[config.mk]
export PLATFORM = sky130hd
export DESIGN_NAME = aes_spi_master
export DESIGN_NICKNAME = d
export VERILOG_FILES = /design/src/rtl/aes_pkg.sv /design/src/rtl/aes_spi_master_shift.sv /design/src/rtl/aes_spi_master.sv
export SDC_FILE = /design/constraint.sdc
export NUM_CORES = 2
export LEC_CHECK = 0
export ABC_AREA = 1
export CORE_ASPECT_RATIO = 0.7
export CORE_UTILIZATION = 40
export CTS_CLUSTER_SIZE = 40
export DETAILED_ROUTE_END_ITERATION = 10
export SYNTH_ARGS = -nofsm -noshare
export SYNTH_HDL_FRONTEND = slang
export SYNTH_SLANG_ARGS = --single-unit
export TNS_END_PERCENT = 10
[constraint.sdc]
create_clock -name clk -period 68.8 [get_ports clk]
set_input_delay 13.76 -clock clk [delete_from_list [all_inputs] [get_ports clk]]
set_output_delay 13.76 -clock clk [all_outputs]
set_load 0.02 [all_outputs]
[src/rtl/aes_pkg.sv]
// Shared constants for the AES serial decryption link: width derivation,
// FSM encoding and the default turnaround gap.
package aes_pkg;

  localparam int unsigned NK             = 8;
  localparam int unsigned NB             = 4;
  localparam int unsigned NR             = 14;
  localparam int unsigned GAP_CYCLES_DEF = 2;

  localparam logic [2:0] ST_IDLE = 3'd0;
  localparam logic [2:0] ST_KEY  = 3'd1;
  localparam logic [2:0] ST_MSG  = 3'd2;
  localparam logic [2:0] ST_GAP  = 3'd3;
  localparam logic [2:0] ST_READ = 3'd4;
  localparam logic [2:0] ST_FIN  = 3'd5;

  function automatic int unsigned key_bits(input int unsigned nk_words);
    return 32 * nk_words;
  endfunction

  function automatic int unsigned msg_bits(input int unsigned nb_words);
    return 32 * nb_words;
  endfunction

endpackage

[src/rtl/aes_spi_master_shift.sv]
// Parameterised shift register: parallel load, shift left (MSB out first)
// with the serial input entering at the LSB.
module spi_shift_reg
  import aes_pkg::*;
#(
  parameter int unsigned W = 8
) (
  input  logic         clk,
  input  logic         rst,
  input  logic         load,
  input  logic [W-1:0] load_val,
  input  logic         shift_en,
  input  logic         ser_in,
  output logic [W-1:0] q
);

  always_ff @(posedge clk or posedge rst) begin
    if (rst) begin
      q <= '0;
    end else if (load) begin
      q <= load_val;
    end else if (shift_en) begin
      q <= {q[W-2:0], ser_in};
    end
  end

endmodule

[src/rtl/aes_spi_master.sv]
// SPI master for the serial AES decryption unit: sends key then ciphertext,
// waits a turnaround gap, reads the plaintext back. Optional AES_SPI_FRAME_CNT_EN adds frame_cnt.
module aes_spi_master
  import aes_pkg::*;
#(
  parameter int unsigned nk         = NK,
  parameter int unsigned nb         = NB,
  parameter int unsigned nr         = NR,
  parameter int unsigned GAP_CYCLES = GAP_CYCLES_DEF
) (
  input  logic              clk,
  input  logic              rst,
  input  logic              start,
  input  logic [32*nk-1:0]  key_in,
  input  logic [32*nb-1:0]  data_in,
  output logic              busy,
  output logic              done,
  output logic [32*nb-1:0]  data_out,
  output logic              mosi,
  input  logic              miso,
  output logic              cs
`ifdef AES_SPI_FRAME_CNT_EN
  ,output logic [15:0]      frame_cnt
`endif
);

  localparam int unsigned key_w = key_bits(nk);
  localparam int unsigned msg_w = msg_bits(nb);
  localparam int unsigned tx_w  = key_w + msg_w;
  localparam int unsigned cnt_w = $clog2(key_w + 1);

  logic [2:0]       state_q, state_d;
  logic [cnt_w-1:0] cnt_q, cnt_d;
  logic             busy_q, busy_d;
  logic             done_q, done_d;
  logic             cs_q, cs_d;
  logic [msg_w-1:0] data_out_q, data_out_d;
  logic             tx_load, tx_shift, rx_load, rx_shift;
  logic [tx_w-1:0]  tx_q;
  logic [msg_w-1:0] rx_q;

  // Key and ciphertext go out as one stream; zeros shifted in make mosi idle low.
  spi_shift_reg #(.W(tx_w)) u_tx (
    .clk      (clk),
    .rst      (rst),
    .load     (tx_load),
    .load_val ({key_in, data_in}),
    .shift_en (tx_shift),
    .ser_in   (1'b0),
    .q        (tx_q)
  );

  spi_shift_reg #(.W(msg_w)) u_rx (
    .clk      (clk),
    .rst      (rst),
    .load     (rx_load),
    .load_val ('0),
    .shift_en (rx_shift),
    .ser_in   (miso),
    .q        (rx_q)
  );

  always_comb begin
    state_d    = state_q;
    cnt_d      = cnt_q;
    busy_d     = busy_q;
    done_d     = 1'b0;
    cs_d       = cs_q;
    data_out_d = data_out_q;
    tx_load    = 1'b0;
    tx_shift   = 1'b0;
    rx_load    = 1'b0;
    rx_shift   = 1'b0;
    case (state_q)
      // A start overlapping the done pulse is deliberately dropped.
      ST_IDLE: begin
        if (start && !done_q) begin
          state_d = ST_KEY;
          cnt_d   = '0;
          busy_d  = 1'b1;
          cs_d    = 1'b1;
          tx_load = 1'b1;
          rx_load = 1'b1;
        end
      end
      ST_KEY: begin
        tx_shift = 1'b1;
        if (cnt_q == cnt_w'(key_w - 1)) begin
          state_d = ST_MSG;
          cnt_d   = '0;
        end else begin
          cnt_d = cnt_q + cnt_w'(1);
        end
      end
      ST_MSG: begin
        tx_shift = 1'b1;
        if (cnt_q == cnt_w'(msg_w - 1)) begin
          state_d = ST_GAP;
          cnt_d   = '0;
        end else begin
          cnt_d = cnt_q + cnt_w'(1);
        end
      end
      ST_GAP: begin
        if (cnt_q == cnt_w'(GAP_CYCLES - 1)) begin
          state_d = ST_READ;
          cnt_d   = '0;
        end else begin
          cnt_d = cnt_q + cnt_w'(1);
        end
      end
      ST_READ: begin
        rx_shift = 1'b1;
        if (cnt_q == cnt_w'(msg_w - 1)) begin
          state_d = ST_FIN;
          cnt_d   = '0;
          cs_d    = 1'b0;
        end else begin
          cnt_d = cnt_q + cnt_w'(1);
        end
      end
      ST_FIN: begin
        state_d    = ST_IDLE;
        done_d     = 1'b1;
        busy_d     = 1'b0;
        data_out_d = rx_q;
      end
      default: begin
        state_d = ST_IDLE;
        cnt_d   = '0;
        busy_d  = 1'b0;
        cs_d    = 1'b0;
      end
    endcase
  end

  always_ff @(posedge clk or posedge rst) begin
    if (rst) begin
      state_q    <= ST_IDLE;
      cnt_q      <= '0;
      busy_q     <= 1'b0;
      done_q     <= 1'b0;
      cs_q       <= 1'b0;
      data_out_q <= '0;
    end else begin
      state_q    <= state_d;
      cnt_q      <= cnt_d;
      busy_q     <= busy_d;
      done_q     <= done_d;
      cs_q       <= cs_d;
      data_out_q <= data_out_d;
    end
  end

`ifdef AES_SPI_FRAME_CNT_EN
  logic [15:0] frame_cnt_q;

  always_ff @(posedge clk or posedge rst) begin
    if (rst) begin
      frame_cnt_q <= '0;
    end else if (done_d) begin
      frame_cnt_q <= frame_cnt_q + 16'd1;
    end
  end

  assign frame_cnt = frame_cnt_q;
`endif

  // Only the stream MSB drives the pin; nr has no datapath role here.
  logic unused_tx;
  assign unused_tx = ^{tx_q[tx_w-2:0], 32'(nr)};

  assign mosi     = tx_q[tx_w-1];
  assign busy     = busy_q;
  assign done     = done_q;
  assign cs       = cs_q;
  assign data_out = data_out_q;

endmodule

==> impl_metrics.py <==
metrics = {
    "pwr": {
        "p_leak_nw": 15.72,
        "power_frac_clock_pct": 23.2,
        "p_comb_share_pct": 39.6,
        "intPower_w": 0.0009781,
        "power-per-cell-area_nw_per_um2": 44.91,
        "swShare_pct": 38.56,
        "ir_drop_uv": 55.29,
        "pwr-share-seq_pct": 37.2,
        "switching_power_w": 0.0006139,
    },
    "sta": {
        "period_share_pct": 24.74,
        "relSlewSlack_pct": 12.63,
        "finalClockSkew_ns": 0.02115,
        "max_clock_freq_ghz": 0.05874,
        "grt_setup_unrepaired": "no",
        "fin_crit_ns": 17.02,
        "final.setup.worst_slack_ns": 51.78,
        "tns_ns": 0,
        "tightest_slew_ns": 1.310,
        "finalSetupViolCount": 0,
        "hold_violations": 0,
        "slew_viol_final": 0,
    },
    "floorplanning": {
        "boundaryPins": 520,
        "rows": 80,
        "core_area_um2": 68570,
        "die_h_um": 223.0,
        "die-area_um2": 70830,
        "die_w_um": 317.7,
        "initial_utilization_pct": 40.69,
    },
    "worst_setup_path": {
        "end_kind": "flop",
        "r2r_slack_ns": 64.96,
        "critPathRequiredTime_ns": 69.27,
        "critical_path_class": "in -> reg",
        "reg2reg_depth": 9,
        "critPathArrivalTime_ns": 17.49,
        "cp-startpoint": "start",
        "worstSetupStartpointType": "input port",
        "r2r-start": "state_q[2]",
        "critical_path.max_fanout": 224,
        "r2r_end": "u_tx.q[273]",
    },
    "cts": {
        "clock-root-buffer": "clkbuf_16",
        "hold_buffers": 0,
        "cts_resized": 0,
        "worstSkewPairLatency_ns": 0.60,
        "cts-htree-levels": 3,
        "cts_num_sinks": 655,
        "cts_setup_buffers": 0,
        "clock_path_buffers": 3,
        "cts_tree": "yes",
        "clkSlewWorstSetupHoldPaths_ns": 0.06,
        "cts_buffers": 67,
    },
    "logic_synthesis": {
        "netlist_top_cells_area": "dfrtp_1 59%, o21ai_0 16%, inv_1 7.2%, o21ai_1 6.1%, o22ai_1 2.9%",
        "yosysWarningCount": 0,
        "synth_compound_area_share_pct": 25.73,
        "seq_area_frac_synth_pct": 58.75,
        "synth_top_family_by_area": "compound AO/OA/AOI/OAI gates",
        "synthMuxAreaShare_pct": 0,
        "ys_seq_elements": 655,
        "synth_ff_type": "dfrtp_1",
        "yosysTopAreaCellShare_pct": 58.75,
        "syn_area_um2": 27900,
        "synthSimpleGateAreaFrac_pct": 3.700,
        "synth_cells": 3077,
        "synth-xor-area-share_pct": 0.03139,
        "synth_common_cells": "915 x o21ai_0, 655 x dfrtp_1, 536 x inv_1",
        "synth_nets": 3469,
        "avgSynthCellArea_um2": 9.067,
        "async_reset_ff_share_pct": 100.0,
        "synth-edff-count": 0,
        "yosys.area.top_type": "dfrtp_1",
        "synth.distinct_cells": 27,
        "yosysMostFrequentCell": "o21ai_0",
        "synth_fa_ha_area_share_pct": 0.1794,
    },
    "global_route": {
        "grt_pass1_wl_um": 120200,
        "grt_use_total_pct": 21.12,
        "grt_pass1_vias": 21750,
        "grt_max_degree": 336,
        "antenna_found_initial": 29,
        "overflow": 0,
    },
    "detailed_routing": {
        "vias": 22590,
        "drt-total-wl_um": 76190,
        "ant_nets": 0,
        "routedWlPerCell_um": 17.23,
        "drc": 0,
        "drtIter0Drc": 2218,
        "drt-pass1-iter-count": 5,
        "via_per_inst": 5.108,
    },
    "finish": {
        "nFillCells": 6230,
        "nets": 3849,
        "layout.cells.non_filler": 4422,
        "syn_to_final_growth_pct": 27.06,
        "final_area_um2": 35450,
        "drive_gt1_share_pct": 3.738,
    },
    "placed_design": {
        "port-buffer-count": 519,
        "dp_cells": 4290,
        "place_ws_ns": 51.18,
        "dpl_cell_area_um2": 33210,
        "dp_hpwl_um": 48900,
        "gp_congestion": 0.8414,
    },
    "job": {
        "cap_violations": 0,
    },
    "worst_hold_path": {
        "holdPathEnd": "data_out[4]",
        "hold_depth": 2,
        "min-delay-start": "data_out[4]",
        "hold_class": "reg -> reg",
    },
    "status": {
        "outcome": "finished, final reports clean",
    },
}
-- worst max-delay path by stage --
stage | end | slack (ns)
finish | u_tx.q[273] | 51.78
global route | u_tx.q[383] | 51.49
CTS | u_tx.q[273] | 51.82
detailed placement | u_tx.q[273] | 51.18
global placement | u_tx.q[273] | 51.21
floorplan | busy | 36.69
-- layout make-up --
cell class	count	area, um2	area share, %
Tap cell	902	1129	3.184
Clock buffer	96	1948	5.496
Clock inverter	21	252.7	0.7130
Multi-Input combinational cell	1659	8300	23.42
Inverter	539	2038	5.750
Timing Repair Buffer	535	5353	15.10
Sequential cell	655	16390	46.24
Antenna cell	15	37.54	0.1059
-- routing by layer --
metal	wire length, um	GRT usage (%)	part of all wire [%]	vias to the layer above
met2	36130	33.27	47	570
met4	1705	6.827	2.2	22
met1	33700	28.65	44	10940
li1	-	-	-	10940
met3	4517	5.229	5.9	124
met5	138	0	0.18	-
-- flip-flops by register name, summed over array words and instances, names as in the netlist --
register and count:
done 1, cnt_q 9, busy 1, cs 1, state_q 3, u_tx.q 384, u_rx.q 128, data_out 128
-- placed cells by master, fill, tap and decap left out, types with 15 or more instances in the layout --
cell,count
clkbuf_1,15
clkbuf_16,69
clkdlybuf4s50_1,519
dfrtp_1,655
diode_2,15
inv_1,535
nand2_1,193
nand3_1,17
nor2_1,27
o21ai_0,915
o21ai_1,341
o22ai_1,130
-- critical path: stages --
cell	delay, ns
clkdlybuf4s50_1	0.46
inv_1	0.04
nor2_1	0.39
nand2_8	0.46
nand2_8	0.92
buf_12	0.61
inv_2	0.24
nand2_1	0.13
o21ai_0	0.08
-- power groups by stage --
stage / Sequential (W) / Clock [W] / Combinational (W)
after global placement: 0.000595 / 0 / 0.000604
after CTS: 0.000594 / 0.000378 / 0.000632
final: 0.000593 / 0.000369 / 0.000630
after detailed placement: 0.000600 / 0 / 0.000627
after global routing: 0.000607 / 0.000394 / 0.000719
after floorplan: 0.000618 / 0 / 0.000447
-- cell families (layout without fill, tap and decap cells) --
| group | after synthesis | in the layout |
|---|---|---|
| AOI/OAI and AO/OA | 1400 | 1400 |
| xor gates and xnor gates | 1 | 1 |
| adders and majority gates | 4 | 4 |
| buffers and inverters | 763 | 1191 |
| DFF | 655 | 655 |
| other | 0 | 15 |
| and+or+nand+nor | 254 | 254 |
-- through the flow --
step / hold slack (ns) / utilization, % / total power [W]
global placement: 0.4610 / 48.44 / 0.001200
floorplan: 0.4524 / - / 0.001065
global route: 0.5048 / 51.69 / 0.001720
CTS: 0.4868 / 51.65 / 0.001605
detailed placement: 0.4647 / 48.44 / 0.001226
finish: 0.4811 / 51.70 / 0.001592
(Power assumes the default switching activity.)
